==> src/rtl/color_pkg.sv <==
`default_nettype none
// ============================================================================
//  Module   : color_pkg
//  Brief    : Shared colour class encoding, window FSM states and compare helper
//  Revision : 1.0 - initial release
// ============================================================================
package color_pkg;

    typedef enum logic [1:0] {
        CLS_NONE = 2'd0,
        CLS_R    = 2'd1,
        CLS_G    = 2'd2,
        CLS_B    = 2'd3
    } color_class_t;

    localparam logic [1:0] c_st_idle  = 2'd0;
    localparam logic [1:0] c_st_acc   = 2'd1;
    localparam logic [1:0] c_st_avg   = 2'd2;
    localparam logic [1:0] c_st_class = 2'd3;

    // Magnitude test first so the subtraction can never wrap.
    function automatic logic beats(input logic [15:0] a,
                                   input logic [15:0] b,
                                   input logic [15:0] margin);
        beats = (a > b) && ((a - b) >= margin);
    endfunction

endpackage
`default_nettype wire

==> src/rtl/color_debounce.sv <==
`default_nettype none
// ============================================================================
//  Module   : color_debounce
//  Brief    : Candidate/stability tracking, committed class and change pulse
//  Revision : 1.0 - initial release
// ============================================================================
module color_debounce
    import color_pkg::*;
#(
    parameter int STABLE_CNT = 3
)(
    input  logic         clk,
    input  logic         rst_n,
    input  logic         i_dec_valid,
    input  color_class_t i_decision,
    input  logic         i_timeout,
    output logic         o_class_chg,
    output logic [2:0]   o_onehot
);

    localparam logic [3:0] c_stable_max = 4'(STABLE_CNT);

    color_class_t r_cand;
    color_class_t r_comm;
    logic [3:0]   r_stable;
    logic         r_class_chg;
    logic [2:0]   r_onehot;

    color_class_t w_cand_nxt;
    color_class_t w_comm_nxt;
    logic [3:0]   w_stable_nxt;
    logic         w_chg_nxt;
    logic [2:0]   w_onehot_nxt;

    always_comb begin
        w_cand_nxt   = r_cand;
        w_stable_nxt = r_stable;
        w_comm_nxt   = r_comm;
        w_chg_nxt    = 1'b0;
        if (i_timeout) begin
            w_cand_nxt   = CLS_NONE;
            w_stable_nxt = '0;
            if (r_comm != CLS_NONE) begin
                w_comm_nxt = CLS_NONE;
                w_chg_nxt  = 1'b1;
            end
        end else if (i_dec_valid) begin
            if (i_decision == r_cand) begin
                if (r_stable < c_stable_max) begin
                    w_stable_nxt = r_stable + 4'(1);
                end
            end else begin
                w_cand_nxt   = i_decision;
                w_stable_nxt = 4'(1);
            end
            if ((w_stable_nxt == c_stable_max) && (w_cand_nxt != r_comm)) begin
                w_comm_nxt = w_cand_nxt;
                w_chg_nxt  = 1'b1;
            end
        end
    end

    // Outputs decode the next committed value so they land with class_chg.
    assign w_onehot_nxt = {w_comm_nxt == CLS_B, w_comm_nxt == CLS_G, w_comm_nxt == CLS_R};

    always_ff @(posedge clk or negedge rst_n) begin
        if (!rst_n) begin
            r_cand      <= CLS_NONE;
            r_comm      <= CLS_NONE;
            r_stable    <= '0;
            r_class_chg <= 1'b0;
            r_onehot    <= '0;
        end else begin
            r_cand      <= w_cand_nxt;
            r_comm      <= w_comm_nxt;
            r_stable    <= w_stable_nxt;
            r_class_chg <= w_chg_nxt;
            r_onehot    <= w_onehot_nxt;
        end
    end

    assign o_class_chg = r_class_chg;
    assign o_onehot    = r_onehot;

endmodule
`default_nettype wire

==> src/rtl/color_classifier.sv <==
`default_nettype none
// ============================================================================
//  Module   : color_classifier
//  Brief    : Window-averages raw RGB samples, classifies the dominant colour
//             and debounces it into one-hot valid levels
//  Revision : 1.0 - initial release
// ============================================================================
module color_classifier
    import color_pkg::*;
#(
    parameter int          AVG_LOG2    = 3,
    parameter logic [15:0] MIN_LEVEL   = 16'd200,
    parameter logic [15:0] MARGIN      = 16'd64,
    parameter int          STABLE_CNT  = 3,
    parameter int          TIMEOUT_CYC = 25000000
)(
    input  logic        sys_clk,
    input  logic        sys_rst_n,
    input  logic        raw_valid,
    input  logic [15:0] raw_r,
    input  logic [15:0] raw_g,
    input  logic [15:0] raw_b,
    output logic        r_valid,
    output logic        g_valid,
    output logic        b_valid,
    output logic        class_chg
);

    localparam int                    c_sum_w    = 16 + AVG_LOG2;
    localparam int                    c_to_w     = $clog2(TIMEOUT_CYC + 1);
    localparam logic [AVG_LOG2-1:0]   c_cnt_last = '1;
    localparam logic [c_to_w-1:0]     c_to_last  = c_to_w'(TIMEOUT_CYC - 1);
    localparam logic [c_to_w-1:0]     c_to_max   = c_to_w'(TIMEOUT_CYC);

    logic [c_sum_w-1:0]  r_sum_r, r_sum_g, r_sum_b;
    logic [AVG_LOG2-1:0] r_cnt;
    logic [15:0]         r_avg_r, r_avg_g, r_avg_b;
    logic [c_to_w-1:0]   r_idle_cnt;
    logic [1:0]          r_state;
    color_class_t        r_decision;
    logic                r_dec_valid;

    logic [c_sum_w-1:0]  w_sum_r_nxt, w_sum_g_nxt, w_sum_b_nxt;
    logic                w_win_full;
    logic                w_timeout;
    logic [1:0]          w_state_nxt;
    logic                w_win_r, w_win_g, w_win_b;
    color_class_t        w_class;
    logic [2:0]          w_onehot;

    assign w_sum_r_nxt = r_sum_r + c_sum_w'(raw_r);
    assign w_sum_g_nxt = r_sum_g + c_sum_w'(raw_g);
    assign w_sum_b_nxt = r_sum_b + c_sum_w'(raw_b);

    assign w_win_full  = raw_valid && (r_cnt == c_cnt_last);
    // A sample arriving on the expiry cycle suppresses the timeout.
    assign w_timeout   = !raw_valid && (r_idle_cnt == c_to_last);

    always_ff @(posedge sys_clk or negedge sys_rst_n) begin
        if (!sys_rst_n) begin
            r_sum_r <= '0;
            r_sum_g <= '0;
            r_sum_b <= '0;
            r_cnt   <= '0;
            r_avg_r <= '0;
            r_avg_g <= '0;
            r_avg_b <= '0;
        end else if (raw_valid) begin
            if (w_win_full) begin
                r_sum_r <= '0;
                r_sum_g <= '0;
                r_sum_b <= '0;
                r_cnt   <= '0;
                r_avg_r <= 16'(w_sum_r_nxt >> AVG_LOG2);
                r_avg_g <= 16'(w_sum_g_nxt >> AVG_LOG2);
                r_avg_b <= 16'(w_sum_b_nxt >> AVG_LOG2);
            end else begin
                r_sum_r <= w_sum_r_nxt;
                r_sum_g <= w_sum_g_nxt;
                r_sum_b <= w_sum_b_nxt;
                r_cnt   <= r_cnt + AVG_LOG2'(1);
            end
        end else if (w_timeout) begin
            r_sum_r <= '0;
            r_sum_g <= '0;
            r_sum_b <= '0;
            r_cnt   <= '0;
        end
    end

    always_ff @(posedge sys_clk or negedge sys_rst_n) begin
        if (!sys_rst_n) begin
            r_idle_cnt <= '0;
        end else if (raw_valid) begin
            r_idle_cnt <= '0;
        end else if (r_idle_cnt != c_to_max) begin
            r_idle_cnt <= r_idle_cnt + c_to_w'(1);
        end
    end

    // Window FSM: datapath keeps accepting samples in AVG/CLASS, so a new
    // window can start (or, for tiny windows, finish) while these run.
    always_comb begin
        w_state_nxt = r_state;
        case (r_state)
            c_st_idle:  if (raw_valid) w_state_nxt = c_st_acc;
            c_st_acc: begin
                if (w_win_full)     w_state_nxt = c_st_avg;
                else if (w_timeout) w_state_nxt = c_st_idle;
            end
            c_st_avg:   w_state_nxt = c_st_class;
            c_st_class: begin
                if (w_win_full)                       w_state_nxt = c_st_avg;
                else if (raw_valid || (r_cnt != '0))  w_state_nxt = c_st_acc;
                else                                  w_state_nxt = c_st_idle;
            end
            default:    w_state_nxt = c_st_idle;
        endcase
    end

    always_ff @(posedge sys_clk or negedge sys_rst_n) begin
        if (!sys_rst_n) begin
            r_state <= c_st_idle;
        end else begin
            r_state <= w_state_nxt;
        end
    end

    assign w_win_r = (r_avg_r >= MIN_LEVEL) && beats(r_avg_r, r_avg_g, MARGIN)
                                            && beats(r_avg_r, r_avg_b, MARGIN);
    assign w_win_g = (r_avg_g >= MIN_LEVEL) && beats(r_avg_g, r_avg_r, MARGIN)
                                            && beats(r_avg_g, r_avg_b, MARGIN);
    assign w_win_b = (r_avg_b >= MIN_LEVEL) && beats(r_avg_b, r_avg_r, MARGIN)
                                            && beats(r_avg_b, r_avg_g, MARGIN);

    always_comb begin
        w_class = CLS_NONE;
        if (w_win_r)      w_class = CLS_R;
        else if (w_win_g) w_class = CLS_G;
        else if (w_win_b) w_class = CLS_B;
    end

    always_ff @(posedge sys_clk or negedge sys_rst_n) begin
        if (!sys_rst_n) begin
            r_decision  <= CLS_NONE;
            r_dec_valid <= 1'b0;
        end else begin
            r_dec_valid <= (r_state == c_st_avg);
            if (r_state == c_st_avg) begin
                r_decision <= w_class;
            end
        end
    end

    color_debounce #(
        .STABLE_CNT (STABLE_CNT)
    ) u_debounce (
        .clk         (sys_clk),
        .rst_n       (sys_rst_n),
        .i_dec_valid (r_dec_valid),
        .i_decision  (r_decision),
        .i_timeout   (w_timeout),
        .o_class_chg (class_chg),
        .o_onehot    (w_onehot)
    );

    assign r_valid = w_onehot[0];
    assign g_valid = w_onehot[1];
    assign b_valid = w_onehot[2];

endmodule
`default_nettype wire

==> config.mk <==
export PLATFORM = sky130hd
export DESIGN_NAME = color_classifier
export DESIGN_NICKNAME = d
export VERILOG_FILES = /design/src/rtl/color_pkg.sv /design/src/rtl/color_debounce.sv /design/src/rtl/color_classifier.sv
export SDC_FILE = /design/constraint.sdc
export NUM_CORES = 1
export LEC_CHECK = 0
export CORE_ASPECT_RATIO = 1.4
export CORE_MARGIN = 2
export CORE_UTILIZATION = 44
export DETAILED_ROUTE_END_ITERATION = 8
export GPL_TIMING_DRIVEN = 0
export PLACE_DENSITY = 0.62
export REMOVE_ABC_BUFFERS = 1
export SLEW_MARGIN = 0
export SYNTH_ARGS = -nofsm -noshare
export SYNTH_HDL_FRONTEND = slang
export SYNTH_HIERARCHICAL = 1
export SYNTH_SLANG_ARGS = --single-unit
==> constraint.sdc <==
create_clock -name sys_clk -period 5.75 [get_ports sys_clk]
set_input_delay 0.8625 -clock sys_clk [delete_from_list [all_inputs] [get_ports sys_clk]]
set_output_delay 0.8625 -clock sys_clk [all_outputs]
set_load 0.005 [all_outputs]
==> results of run 1 <==
==> power groups by stage <==
stage	Clock [mW]	Combinational [mW]	Sequential, mW
final	1.09	5.61	1.91
after global routing	1.16	6.25	1.96
after CTS	1.12	5.55	1.90
after detailed placement	0	5.51	1.91
after global placement	0	5.43	1.91
after floorplan	0	4.33	1.72
==> worst register-to-register path, stage by stage (launching register included) <==
cell	delay, ns
dfrtp_1	0.56
inv_1	0.21
ha_1	0.47
and3_1	0.28
and2_1	0.23
a221o_1	0.38
or3_1	0.31
a2111oi_0	0.82
a41o_1	0.27
o2bb2ai_1	0.11
a31o_1	0.22
==> synthesized netlist by cell type, types with 15 or more instances <==
cell / number
nor2b_1: 20
a21o_1: 28
nor2_1: 95
ha_1: 150
o21ai_0: 80
xnor2_1: 43
nand3_1: 29
mux2i_1: 15
mux2_2: 37
nand2_1: 85
nand4_1: 16
xor2_1: 43
inv_1: 92
a21oi_1: 78
a31oi_1: 22
dfrtp_1: 150
nor3_1: 33
a22o_1: 41
clkbuf_1: 44
or3_1: 18
o21a_1: 19
==> flip-flops by register name (all words and copies together), names as in the netlist, named ones only <==
signal                  cells
r_avg_b                    16
r_avg_g                    16
r_avg_r                    16
r_cnt                       3
r_dec_valid                 1
r_decision                  2
r_idle_cnt                 25
r_state                     1
r_sum_b                    19
r_sum_g                    19
r_sum_r                    19
u_debounce/o_class_chg      1
u_debounce/o_onehot         3
u_debounce/r_cand           2
u_debounce/r_comm           2
u_debounce/r_stable         4
==> routing by layer <==
| layer | GRT usage [%] | wire length, µm | vias up |
|---|---|---|---|
| met2 | 39.30 | 16110 | 215 |
| met1 | 25.95 | 13240 | 4901 |
| met3 | 2.971 | 868 | 67 |
| li1 | - | - | 5022 |
| met4 | 9.664 | 1255 | 0 |
| met5 | 0 | 0 | - |
==> worst paths after layout <==
path,from,end,cells after the start
max in group asynchronous,sys_rst_n,r_idle_cnt[0],2
min in group sys_clk,r_sum_b[15],r_sum_b[15],2
hold / removal,sys_rst_n,r_sum_g[0],1
setup reg to reg,r_avg_g[12],r_decision[1],10
hold reg to reg,r_sum_b[15],r_sum_b[15],2
setup / recovery,raw_b[0],r_sum_b[14],12
==> final cells by class <==
| cell class | instances | area [µm²] |
|---|---|---|
| fillers | 2669 | 13800 |
| multi-input cells | 1074 | 8001 |
| flip-flops and latches | 150 | 3754 |
| repair buffers | 58 | 636.9 |
| clock buffers | 21 | 470.5 |
| well taps | 370 | 462.9 |
| inverters | 92 | 345.3 |
| clock inverters | 10 | 95.09 |
==> cells by family (layout without fill, tap and decap cells) <==
| kind of cell | count (synthesis) | in the layout | synth area share (%) |
|---|---|---|---|
| AND/OR/NAND/NOR | 388 | 388 | 16.16 |
| multiplexers | 55 | 55 | 4.981 |
| XOR/XNOR | 86 | 86 | 6.132 |
| buffers and inverters | 143 | 181 | 4.451 |
| adder cells (fa/ha/maj) | 154 | 154 | 15.93 |
| flip-flops | 150 | 150 | 30.56 |
| AO/OA/AOI/OAI | 391 | 391 | 21.79 |
==> stage by stage <==
step / utilization, % / cell area (µm²) / hold WS [ns]
floorplan: - / 12080 / 0.4526
global placement: 47.47 / 13090 / 0.4666
detailed placement: 47.88 / 13200 / 0.4765
CTS: 49.94 / 13770 / 0.4741
global route: 49.94 / 13770 / 0.4990
finish: 49.94 / 13770 / 0.4420
==> cells in the final DEF, fill, tap and decap left out, types with 7 or more instances in the layout <==
cell type        synthesis  layout
ha_1                   150     150
xor2_1                  43      43
clkbuf_16                0      17
nor3_1                  33      33
or3_1                   18      18
or2_2                   10      10
nor4_1                  13      13
inv_1                   92      92
a21oi_1                 78      78
nand3_1                 29      29
and2_1                  12      12
nand2_1                 85      84
o311ai_0                 7       7
a211oi_1                11      11
mux2_2                  37      37
nor2_1                  95      95
o211ai_1                 9       9
a22o_1                  41      41
xnor2_1                 43      43
dfrtp_1                150     150
o21bai_1                11      11
o21ai_0                 80      80
a21boi_0                 7       7
a21o_1                  28      28
nor2b_1                 20      18
a2111oi_0                8       8
clkdlybuf4s50_1          0      53
o31ai_1                 12      12
mux2i_1                 15      15
and3_1                  12      12
nand4_1                 16      16
a31oi_1                 22      22
o21a_1                  19      19
nand2b_1                13      13
==> flow_summary.toml, run 1 <==
[placed_design]
pre_cts_ws_ns = 1.256
hpwl_um = 24370
placed_cells = 1744
finalWeightedCongestion = 0.9542
buffer_ports.inserted = 54

[worst_setup_path]
slowest_delay_ns = 0.64
endpoint_kind = "flop"
critPathKind = "in2reg"
critPathLaunchType = "input pin"
crit_required_ns = 6.07
slowest_stage = "a2111oi_0"
worstPathCellList = "clkdlybuf4s50_1 -> ha_1 -> fa_1 -> a21o_1 -> a21oi_1 -> o21ai_1 -> a2111oi_0 -> o31ai_1 -> o31ai_2 -> a21boi_0 -> o21a_1 -> o31ai_1"
path_common_cell = "o31ai_1"
critPathArrivalTime_ns = 4.39
r2r_slack_ns = 1.78
crit_family = "compound AO/OA/AOI/OAI gates"
path_max_fanout = 4
worst-path-buf-inv = 1

[synthesis]
ys_ff_latch = 150
avgSynthCellArea_um2 = 8.986
ys_types = 86
synth-edff-count = 0
yosys.area.top_type = "dfrtp_1"
async_reset_ff_share_pct = 100.0
synth_area_leaders = "dfrtp_1, ha_1, mux2_2"
yosysSeqAreaShare_pct = 30.56
yosysTopAreaCellShare_pct = 30.56
syn-instance-count = 1367
synth_ff_type = "dfrtp_1"
syn_area_um2 = 12280
synth-warning-count = 6

[die]
die_w_um = 145.2
fp.dieH_um = 201.7
core-area_um2 = 27570
num_rows = 72
dieArea_um2 = 29290
initial_core_util_pct = 44.56
ios = 55

[power_and_ir_drop]
fin_total_pwr_mw = 8.602
intPower_mw = 4.481
irDropWorstVdd_mv = 0.2470
leakage_nw = 6.228
p_switching_mw = 4.121
pwr-share-seq_pct = 22.2
power_frac_comb_pct = 65.2
clockPowerShare_pct = 12.7
switching_share_pct = 47.91
power.density_nw_per_um2 = 624.9

[global_routing]
grt_pass1_wl_um = 51970
grt-ovfl-total = 0
grt_antenna_before_repair = 0
grt_max_degree = 78
grt_usage_pct = 21.88
grt_pass1_vias = 10082

[route]
drt-vias-per-instance = 5.749
drt-pass1-iter-count = 7
vias = 10205
wirelength_um = 31470
route.detailed.drc = 0
wl_per_cell_um = 17.73
drtAntennaViolNets = 0
drtIter0Drc = 665

[timing]
min_period_ns = 4.067
slew_violations = 0
worst_pin_slew_ns = 1.312
finalSetupTns_ns = 0
min_period_over_period_pct = 70.74
max_freq_mhz = 245.9
skew_ns = 0.01305
relSlewSlack_pct = 12.23
setup_violations = 0
final-hold-violation-count = 0
worst_slack_ns = 1.683
grt_setup_unrepaired = "no"

[final_layout]
drive_gt1_share_pct = 7.687
antenna-diode-count = 0
area_growth_pct = 12.06
layout.cells.non_filler = 1775
final_nets = 1598

[outcome]
outcome = "finished, final reports clean"

[cts]
root_buffer = "clkbuf_16"
clkSinkCount = 150
cts_tree = "yes"
htree_levels = 4
ctsHoldBuffers = 0
cts.repair.resized = 0
cts.clk_slew.worst_paths_ns = 0.06
insertion_delay_ns = 0.43
post_cts_buffers = 0
clock_path_buffers = 2
numCtsBuffers = 17

[job]
max_cap_violations = 0

[worst_hold_path]
hp-class = "in2async"
Power figures use the tool's default switching activity.
==> inputs of run 2 (changes only) <==
Clock period 5.75 ns to 4.2 ns, I/O delays scaled along.
==> results of run 2 <==
The final DEF is identical to that of run 1. Status: finished, final reports clean.
Among the figures that moved: setup slack after placement 1.256 ns -> -0.06121 ns; setup slack after layout 1.683 ns -> 0.2317 ns; hold slack 0.4420 ns -> 0.2095 ns; start point of the critical path raw_b[0] -> r_avg_g[12]; end point of the critical path r_sum_b[14] -> r_decision[1]; register-to-register setup slack 1.78 ns -> 0.23 ns; total power 8.602 mW -> 11.78 mW; worst IR drop on VDD 0.2470 mV -> 0.3381 mV
